===== config.mk =====
export PLATFORM = sky130hd
export DESIGN_NAME = pipe_stage_skid
export DESIGN_NICKNAME = d
export VERILOG_FILES = /design/src/rtl/pipe_stage_skid.sv
export SDC_FILE = /design/constraint.sdc
export NUM_CORES = 1
export LEC_CHECK = 0
export CORE_ASPECT_RATIO = 2
export CORE_MARGIN = 2
export CORE_UTILIZATION = 34
export CTS_CLUSTER_SIZE = 28
export DETAILED_ROUTE_END_ITERATION = 6
export GPL_TIMING_DRIVEN = 0
export PLACE_DENSITY = 0.59
export SLEW_MARGIN = 20
export SYNTH_ARGS = -nofsm -noshare
export SYNTH_HDL_FRONTEND = slang
export SYNTH_SLANG_ARGS = --single-unit

===== constraint.sdc =====
create_clock -name clk -period 2.5 [get_ports clk]
set_clock_uncertainty 0.2 [all_clocks]
set_input_delay 0.5 -clock clk [delete_from_list [all_inputs] [get_ports clk]]
set_output_delay 0.5 -clock clk [all_outputs]
set_load 0.05 [all_outputs]

===== src/rtl/pipe_stage_skid.sv =====
// Elastic pipeline-stage register with valid/ready handshake, optional skid entry,
// synchronous flush and a saturating back-pressure counter.
module pipe_stage_skid #(
  parameter int unsigned        DATA_W    = 160,
  parameter logic [DATA_W-1:0]  NOP_VALUE = {DATA_W{1'b0}},
  parameter int unsigned        SKID      = 1,
  parameter int unsigned        CNT_W     = 16
) (
  input  logic              clk,
  input  logic              rst,
  input  logic              flush,
  input  logic              up_valid,
  output logic              up_ready,
  input  logic [DATA_W-1:0] up_data,
  output logic              dn_valid,
  input  logic              dn_ready,
  output logic [DATA_W-1:0] dn_data,
  output logic [1:0]        occupancy,
  output logic [CNT_W-1:0]  stall_cnt
);

  logic              m_valid_q, m_valid_d;
  logic              s_valid_q, s_valid_d;
  logic [DATA_W-1:0] m_data_q, m_data_d;
  logic [DATA_W-1:0] s_data_q, s_data_d;
  logic [1:0]        occ_q, occ_d;
  logic [CNT_W-1:0]  stall_q, stall_d;
  logic              accept;
  logic              drain;

  // With a skid entry, ready depends only on state, cutting the path from dn_ready.
  always_comb begin
    if (SKID != 0) begin
      up_ready = ~s_valid_q;
    end else begin
      up_ready = ~m_valid_q | dn_ready;
    end
  end

  assign accept = up_valid & up_ready;
  assign drain  = m_valid_q & dn_ready;

  always_comb begin
    m_valid_d = m_valid_q;
    s_valid_d = s_valid_q;
    m_data_d  = m_data_q;
    s_data_d  = s_data_q;

    if (flush) begin
      m_valid_d = 1'b0;
      s_valid_d = 1'b0;
      m_data_d  = NOP_VALUE;
      s_data_d  = NOP_VALUE;
    end else if (SKID != 0) begin
      case ({m_valid_q, s_valid_q})
        2'b00: begin
          if (accept) begin
            m_valid_d = 1'b1;
            m_data_d  = up_data;
          end
        end
        2'b10: begin
          if (accept && drain) begin
            m_data_d = up_data;
          end else if (accept) begin
            s_valid_d = 1'b1;
            s_data_d  = up_data;
          end else if (drain) begin
            m_valid_d = 1'b0;
            m_data_d  = NOP_VALUE;
          end
        end
        2'b11: begin
          if (drain) begin
            m_data_d  = s_data_q;
            s_valid_d = 1'b0;
            s_data_d  = NOP_VALUE;
          end
        end
        default: begin
          // Unreachable (skid valid without main); recover to empty.
          m_valid_d = 1'b0;
          s_valid_d = 1'b0;
          m_data_d  = NOP_VALUE;
          s_data_d  = NOP_VALUE;
        end
      endcase
    end else begin
      if (accept) begin
        m_valid_d = 1'b1;
        m_data_d  = up_data;
      end else if (drain) begin
        m_valid_d = 1'b0;
        m_data_d  = NOP_VALUE;
      end
    end

    occ_d = {1'b0, m_valid_d} + {1'b0, s_valid_d};

    stall_d = stall_q;
    if (m_valid_q && !dn_ready && (stall_q != {CNT_W{1'b1}})) begin
      stall_d = stall_q + 1'b1;
    end
  end

  always_ff @(posedge clk) begin
    if (rst) begin
      m_valid_q <= 1'b0;
      s_valid_q <= 1'b0;
      m_data_q  <= NOP_VALUE;
      s_data_q  <= NOP_VALUE;
      occ_q     <= 2'd0;
      stall_q   <= '0;
    end else begin
      m_valid_q <= m_valid_d;
      s_valid_q <= s_valid_d;
      m_data_q  <= m_data_d;
      s_data_q  <= s_data_d;
      occ_q     <= occ_d;
      stall_q   <= stall_d;
    end
  end

  assign dn_valid  = m_valid_q;
  assign dn_data   = m_data_q;
  assign occupancy = occ_q;
  assign stall_cnt = stall_q;

endmodule


== Word level (Yosys, flattened, before mapping) ==
Index checks and enable logic that the tools add are counted.

* Eq/ne operators: 9
* Bitwise operators: 4
* $add $sub $neg: 2
* Muxes and demuxes: 19
* Reductions and logical operators: 8

{| class="wikitable"
|+ Operators by type and width
! cell !! number
|-
| 160-bit two-way mux || 6
|-
| 160-bit case mux with 3 select lines || 2
|-
| 16-bit by 1-bit adder with 16-bit output (second input constant) || 1
|-
| 16-bit != test (second input constant) || 1
|-
| 1-bit two-way mux || 9
|-
| 2-bit != test (second input constant) || 4
|-
| 4-bit AND reduction || 2
|-
| 3-bit != test (second input constant) || 2
|-
| 1-bit case mux with 3 select lines || 2
|-
| 2-bit equality test (second input constant) || 2
|-
| 1-bit logical AND || 3
|-
| 1-bit by 1-bit adder with 2-bit output || 1
|-
| 1-bit bitwise AND || 2
|-
| 2-bit logical NOT || 1
|-
| 1-bit inverter || 2
|-
| 2-bit OR reduction || 1
|-
| 1-bit logical NOT || 1
|}

* Input port bits: 165
* Flip-flop bits (word level): 340
* Output and inout port bits: 180
* Word-level logic and storage cells: 48

== Longest topological paths before layout ==
Gate-level depths: netlist (run 1).

* Depth in word-level cells: 7
* Depth in mapped cells: 7
* Mapped depth without buffers: 6

== Least setup slack after synthesis (run 1) ==
OpenSTA, ideal clock, no wires.

* Path kind: reg2reg
* From: register stall_q[0] (netlist: stall_cnt[0])
* To: register stall_q[1] (netlist: stall_cnt[1])
* Arrival time: 2152 ps
* Cell stages (with the launch flop): 8
* Setup slack: 78 ps
* Library setup time: 70 ps
* Data required time: 2230 ps
* Path through: dfxtp_1 > ha_1 > nand4_1 > nor4_1 > buf_4 > buf_6 > o21ai_0 > a21oi_1

* Cells in the longest elaborated chain, start to end: 2
* Elaborated cells on any way between the ends: 3

{| class="wikitable"
|+ Ends and longest elaborated chain
! element !! RTL line !! text
|-
| start: declaration || 27 || <nowiki>logic [CNT_W-1:0] stall_q, stall_d;</nowiki>
|-
| start signal: assignment || 120 || <nowiki>stall_q <= stall_d;</nowiki>
|-
| branches (longest 2 deep; another with 16-bit by 1-bit adder with 16-bit output) || -- ||
|}

Parallel ways; which one is timed is not known.
A chain may end at the register's enable or synchronous reset.

== Worst setup path after layout (run 1) ==
* From: register m_data_q[42] (netlist: dn_data[42])
* To: output dn_data[42]

{| class="wikitable"
|+ RTL lines
! element !! RTL line !! text
|-
| start: declaration || 24 || <nowiki>logic [DATA_W-1:0] m_data_q, m_data_d;</nowiki>
|-
| start signal: assignment || 117 || <nowiki>m_data_q <= m_data_d;</nowiki>
|-
| end: declaration || 17 || <nowiki>output logic [DATA_W-1:0] dn_data,</nowiki>
|}

No word-level cell between the ends.

==> results.tsv, run 1 <==
stage	metric	value	unit
outcome	outcome	finished, violations left	
outcome	failing checks	DRC	
clock_tree	Clock Path Buffers	3	
route	Residual DRC	1	
clock_tree	clk_lat worst skew	0.52	ns
yosys	EDFF count, synth	0	
timing	fin crit period	2.46	ns
setup_path	crit path DAT	1.76	ns
final_layout	Final #Nets	2269	
pwr	static leakage	6.74	nW
yosys	top_reg_cell synth	dfxtp_1	
timing	final setup TNS	0	ns
pwr	pwr dens	631	nW/µm²
setup_path	Max FO, Critical Path	2	
pwr	Overall Power	12.2	mW
yosys	asr flop ratio synth	0	%
setup_path	R2R depth	6	
global_route	largest net degree at the start of global routing	15	
die	Core Area	40700	µm²
timing	fmax	407	MHz
global_route	initial antenna violation count	10	
timing	Period Utilization, post-route	98.4	%
yosys	Synth Warn #	0	
global_route	gr ovfl total	0	
yosys	Seq cells post-synth	340	
final_layout	FILL cells	4050	
die	I/O pins	345	
final_layout	share of cells above drive strength 1	5.80	%
route	Post-Route WL	51500	µm
yosys	Distinct cells, synth	38	
route	drt pass-1 iters	7	
place	Final HPWL DP	36900	µm
global_route	first-pass GRT wire length	79500	µm
yosys	Syn Area/Cell	8.11	µm²
pwr	worst vdd ir	482	µV
timing	RSZ-0062 raised after global routing	true	
global_route	vias in the first global route	13900	
die	die area	42700	µm²
setup_path	instance count on the critical path	1	
final_layout	Layout area overhead	38.2	%
hold_path	Hold Crit Depth	2	
timing	Setup violations, final	0	
setup_path	Critical Path End Type	output pin	
clock_tree	H-tree lvl count	2	
timing	Least-Margin Pin Slew	0.682	ns
clock_tree	Sink Count	340	
yosys	register area share after synthesis	48.8	%
final_layout	most frequent cells in the layout	dfxtp_1, clkdlybuf4s50_1, nand3_1	
route	post-route ant nets	0	
hold_path	Worst Hold Class	reg2reg	
setup_path	critical path, cell by cell	clkdlybuf4s50_1	
place	Final GP Congestion	0.806	
route	DRT iter0 DRCs	1041	
place	port buffer count	343	
yosys	Syn Inst Count	1718	
final_layout	commonest non-fill, non-tap cell in the layout	dfxtp_1	
route	Vias/cell	5.32	
setup_path	critical path's slowest cell	clkdlybuf4s50_1	
die	Initial Util	34.2	%
die	Rows	105	
setup_path	WP data required	1.80	ns
clock_tree	Root Driver	clkbuf_16	
clock_tree	CTS tree	yes	
timing	Fin. Hold Viols	0	
yosys	post-synth net total	1885	
die	Die H	290	µm
setup_path	delay-heaviest family, CP	buffers and inverters	
clock_tree	cts bufs inserted	34	
final_layout	Multi-input gate area	6060	µm²
timing	Slew HR	54.5	%
final_layout	register area	6810	µm²
route	via count	14100	
route	wire per inst	19.4	µm
setup_path	kind of critical path	reg2out	
setup_path	CP bufs+invs	1	
setup_path	CP peak stage delay	0.91	ns
timing	Final Slew Violations	0	
setup_path	CP Launch Type	flop	
die	Die X	147	µm
yosys	Mapped Area	13900	µm²
run	max_cap viols	0	
global_route	GR Util All Layers	23.3	%
clock_tree	Worst-path clk slew	0.06	ns
-- flip-flops by register name, indices dropped and copies added (netlist names) --
register,count
s_data_q,160
stall_cnt,16
dn_valid,1
occupancy,2
dn_data,160
s_valid_q,1
-- cell families (layout without fill, tap and decap cells) --
family	count (synthesis)	in the layout	synth area share (%)
multiplexers	2	2	0.144
AND/OR/NAND/NOR	638	638	20.5
other	0	4	0
flip-flops	340	340	48.8
adder cells (fa/ha/maj)	2	2	0.179
buffers and inverters	282	683	8.09
XOR/XNOR	1	1	0.0628
AO/OA/AOI/OAI	453	453	22.2
-- power breakdown --
| part | switching (mW) | total [mW] | internal [mW] |
|---|---|---|---|
| Sequential | 0.0574 | 5.56 | 5.51 |
| Combinational | 1.01 | 1.62 | 0.616 |
| Clock | 2.17 | 4.98 | 2.80 |
-- metal layers --
metal | wire length, µm | global-route usage (%) | part of all wire [%] | up-vias
met5 | 105 | 0 | 0.20 | -
met4 | 1340 | 6.10 | 2.6 | 16
met3 | 4020 | 5.46 | 7.8 | 81
met2 | 23700 | 38.2 | 46 | 510
met1 | 22400 | 30.8 | 43 | 6655
li1 | - | - | - | 6885
-- layout make-up --
| class | count | share of cell area, % |
|---|---|---|
| Buffer | 177 | 4.02 |
| Antenna cell | 4 | 0.0520 |
| Timing Repair Buffer | 351 | 18.3 |
| Clock buffer | 48 | 5.06 |
| Tap cell | 535 | 3.47 |
| Sequential cell | 340 | 35.3 |
| Inverter | 102 | 1.99 |
| Multi-Input combinational cell | 1096 | 31.5 |
| Clock inverter | 5 | 0.279 |
-- metrics by stage --
stage	setup WS, ns	instances	util [%]	cell area (µm²)	hold slack (ns)
floorplan	0.0781	1718	-	13900	0.231
global placement	-1.59	2596	44.3	18000	0.238
detailed placement	-1.18	2598	44.4	18100	0.244
CTS	0.000279	2657	47.2	19200	0.251
global route	-0.00122	2656	47.3	19300	0.265
finish	0.0409	2658	47.3	19300	0.251
-- synthesized netlist by cell type, types with 3 or more instances --
cell type | n | area [µm²]
buf_1 | 4 | 15.0
dfxtp_1 | 340 | 6810
buf_2 | 34 | 170
buf_6 | 3 | 33.8
a222oi_1 | 60 | 601
or4_1 | 8 | 60.1
or3_1 | 3 | 18.8
nand3_1 | 266 | 1330
a21oi_1 | 175 | 876
a22oi_1 | 100 | 751
nand2_1 | 166 | 623
and3_1 | 3 | 18.8
nand4_1 | 5 | 31.3
nor2b_1 | 5 | 31.3
nor3_1 | 3 | 15.0
nor2_1 | 166 | 623
inv_1 | 102 | 383
o21ai_0 | 5 | 25.0
o31ai_1 | 110 | 826
clkbuf_1 | 138 | 518
-- repair_timing --
item / in CTS / in global routing
gates resized for setup: 33 / 38
hold buffers: 2 / 0
hold endpoints to repair: 7 / 0
endpoints found under the setup margin: 342 / 270
buffers inserted: 4 / 0
-- path summary, 6_finish.rpt --
path | from | end | slack [ns]
min | s_data_q[79]$_SDFFE_PP0P_ | s_data_q[79]$_SDFFE_PP0P_ | 0.25
max | dn_data[42]$_SDFFE_PP0P_ | dn_data[42] | 0.04
min reg2reg | s_data_q[79]$_SDFFE_PP0P_ | s_data_q[79]$_SDFFE_PP0P_ | 0.25
max reg2reg | s_valid_q$_SDFF_PP0_ | dn_data[80]$_SDFFE_PP0P_ | 0.12
Power figures use the tool's default switching activity.
==> inputs of run 2 (changes only) <==
--- a/config.mk
+++ b/config.mk
@@ -8,10 +8,11 @@
 export CORE_ASPECT_RATIO = 2
 export CORE_MARGIN = 2
 export CORE_UTILIZATION = 34
+export CTS_CLUSTER_DIAMETER = 120
 export CTS_CLUSTER_SIZE = 28
 export DETAILED_ROUTE_END_ITERATION = 6
 export GPL_TIMING_DRIVEN = 0
-export PLACE_DENSITY = 0.59
+export PLACE_DENSITY_LB_ADDON = 0.1
 export SLEW_MARGIN = 20
 export SYNTH_ARGS = -nofsm -noshare
 export SYNTH_HDL_FRONTEND = slang
==> results.tsv, run 2 (synthesis gave the netlist of run 1 again) <==
stage	metric	value	unit	change
timing	final setup TNS	0	ns	unchanged
die	Initial Util	34.2	%	unchanged
global_route	vias in the first global route	13500		-2.7%
pwr	static leakage	6.78	nW	+0.59%
outcome	outcome	finished, violations left		
global_route	initial antenna violation count	6		-4
die	Rows	105		unchanged
clock_tree	Root Driver	clkbuf_16		
clock_tree	Sink Count	340		unchanged
place	Final GP Congestion	0.819		+1.6%
setup_path	Max FO, Critical Path	2		unchanged
global_route	first-pass GRT wire length	78700	µm	-1.1%
clock_tree	cts bufs inserted	16		-53%
clock_tree	Clock Path Buffers	3		unchanged
die	I/O pins	345		unchanged
setup_path	CP bufs+invs	1		unchanged
setup_path	crit path DAT	1.76	ns	about the same
clock_tree	clk_lat worst skew	0.53	ns	about the same
timing	Least-Margin Pin Slew	0.778	ns	+0.0956 ns
route	wire per inst	19.6	µm	+1.0%
place	port buffer count	343		unchanged
setup_path	Critical Path End Type	output pin		
clock_tree	CTS tree	yes		
timing	Period Utilization, post-route	98.3	%	-0.11 points
setup_path	CP Launch Type	flop		
timing	fin crit period	2.46	ns	-0.00271 ns
setup_path	kind of critical path	reg2out		
setup_path	WP data required	1.80	ns	about the same
route	DRT iter0 DRCs	1011		-2.9%
pwr	pwr dens	550	nW/µm²	-13%
final_layout	Final #Nets	2249		-0.88%
route	Residual DRC	6		+5
global_route	GR Util All Layers	23.1	%	-0.17 points
route	post-route ant nets	0		unchanged
die	Die X	147	µm	unchanged
hold_path	Worst Hold Class	reg2reg		
global_route	largest net degree at the start of global routing	29		+14
route	via count	13800		-2.7%
final_layout	commonest non-fill, non-tap cell in the layout	dfxtp_1		
place	dpl cells	2598		unchanged
route	Vias/cell	5.25		-1.3%
final_layout	final core utilization	45.9	%	-1.4 points
route	Post-Route WL	51300	µm	-0.44%
timing	Setup violations, final	0		unchanged
die	die area	42700	µm²	unchanged
die	Core Area	40700	µm²	unchanged
clock_tree	Worst-path clk slew	0.11	ns	+0.05 ns
final_layout	Finished Layout Cells	2620		-1.4%
final_layout	share of cells above drive strength 1	5.24	%	-0.57 points
run	max_cap viols	0		unchanged
setup_path	critical path, cell by cell	clkdlybuf4s50_1		
timing	RSZ-0062 raised after global routing	true		
timing	Slew HR	48.2	%	-6.4 points
setup_path	critical path's slowest cell	clkdlybuf4s50_1		
setup_path	CP peak stage delay	0.83	ns	-0.08 ns
route	drt pass-1 iters	7		unchanged
global_route	gr ovfl total	0		unchanged
setup_path	delay-heaviest family, CP	buffers and inverters		
clock_tree	H-tree lvl count	1		-1
timing	Final Slew Violations	0		unchanged
pwr	worst vdd ir	574	µV	+19%
final_layout	most frequent cells in the layout	dfxtp_1, clkdlybuf4s50_1, nand3_1		
final_layout	Layout area overhead	34.0	%	
die	Die H	290	µm	unchanged
timing	fmax	407	MHz	+0.11%
timing	Fin. Hold Viols	0		unchanged
place	Final HPWL DP	36600	µm	-0.67%
outcome	failing checks	DRC		
==> run 2: changes by cell type in the layout (fill, tap and decap cells not counted), moves of 2 or more <==
cell             before  now
buf_2                31   34
buf_4                 6    4
clkdlybuf4s50_1     322  301
clkbuf_16            35   17
clkbuf_8              5    0
clkbuf_1            121  100
dlymetal6s2s_1        7   22
clkinv_2              3    0
clkbuf_2             21   37
clkbuf_4              3    0
dlygate4sd2_1        14   19
==> run 2: metal layers <==
| layer | wire (µm) | part of all wire, % | vias to the layer above | track usage, % |
|---|---|---|---|---|
| met5 | 49 | 0.096 | - | 0 |
| met4 | 1140 | 2.2 | 8 | 6.66 |
| met3 | 3520 | 6.9 | 58 | 4.98 |
| met2 | 24600 | 48 | 421 | 38.8 |
| met1 | 22000 | 43 | 6447 | 29.9 |
| li1 | - | - | 6831 | - |
==> run 2: path summary, 6_finish.rpt <==
| path | startpoint | end | slack [ns] | cells after the start |
|---|---|---|---|---|
| setup / recovery | dn_data[6]$_SDFFE_PP0P_ | dn_data[6] | 0.04 | 1 |
| hold / removal | s_data_q[42]$_SDFFE_PP0P_ | s_data_q[42]$_SDFFE_PP0P_ | 0.26 | 2 |
| setup reg to reg | s_valid_q$_SDFF_PP0_ | dn_data[129]$_SDFFE_PP0P_ | 0.14 | 6 |
| hold reg to reg | s_data_q[42]$_SDFFE_PP0P_ | s_data_q[42]$_SDFFE_PP0P_ | 0.26 | 2 |
==> run 2: layout make-up <==
type                       instances  area [µm²]
antenna                            3        7.51
sequential                       340        6810
tap                              535         669
multi-input combinational       1096        6060
timing repair buffer             348        3520
clock inverter                     1        30.0
clock buffer                      17         425
inverter                         102         383
fill                            4132       22000
buffer                           178         786
==> run 2: stage by stage <==
step / total power [mW] / worst slack, ns / area (µm²) / hold slack (ns)
finish: 10.3 / 0.0436 / 18700 / 0.258
global route: 10.7 / -0.0160 / 18700 / 0.265
CTS: 10.4 / 0.0000102 / 18600 / 0.255
detailed placement: 7.30 / -0.963 / 18100 / 0.244
global placement: 7.30 / -1.75 / 18000 / 0.239
floorplan: 6.54 / 0.0781 / 13900 / 0.231
==> run 2: worst register-to-register path, cell delays in order, from the launching register on <==
cell	delay (ns)
dfxtp_1	0.34
buf_2	0.23
and3_1	0.18
buf_1	0.53
clkbuf_1	0.54
a222oi_1	0.16
nor2_1	0.13
==> run 2: timing repair <==
item | in CTS | in global routing
resized for setup | 36 | 78
hold buffers | 1 | 0
setup endpoints to repair | 353 | 229
cloned | 0 | 0
endpoints found under the hold margin | 8 | 0
setup buffers | 2 | 0
pin swaps | 0 | 0
==> run 2: power breakdown <==
part	switching (mW)	internal [mW]	total (mW)
sequential	0.0543	5.51	5.56
combinational	1.01	0.613	1.63
clock	1.84	1.26	3.10
total	2.91	7.38	10.3
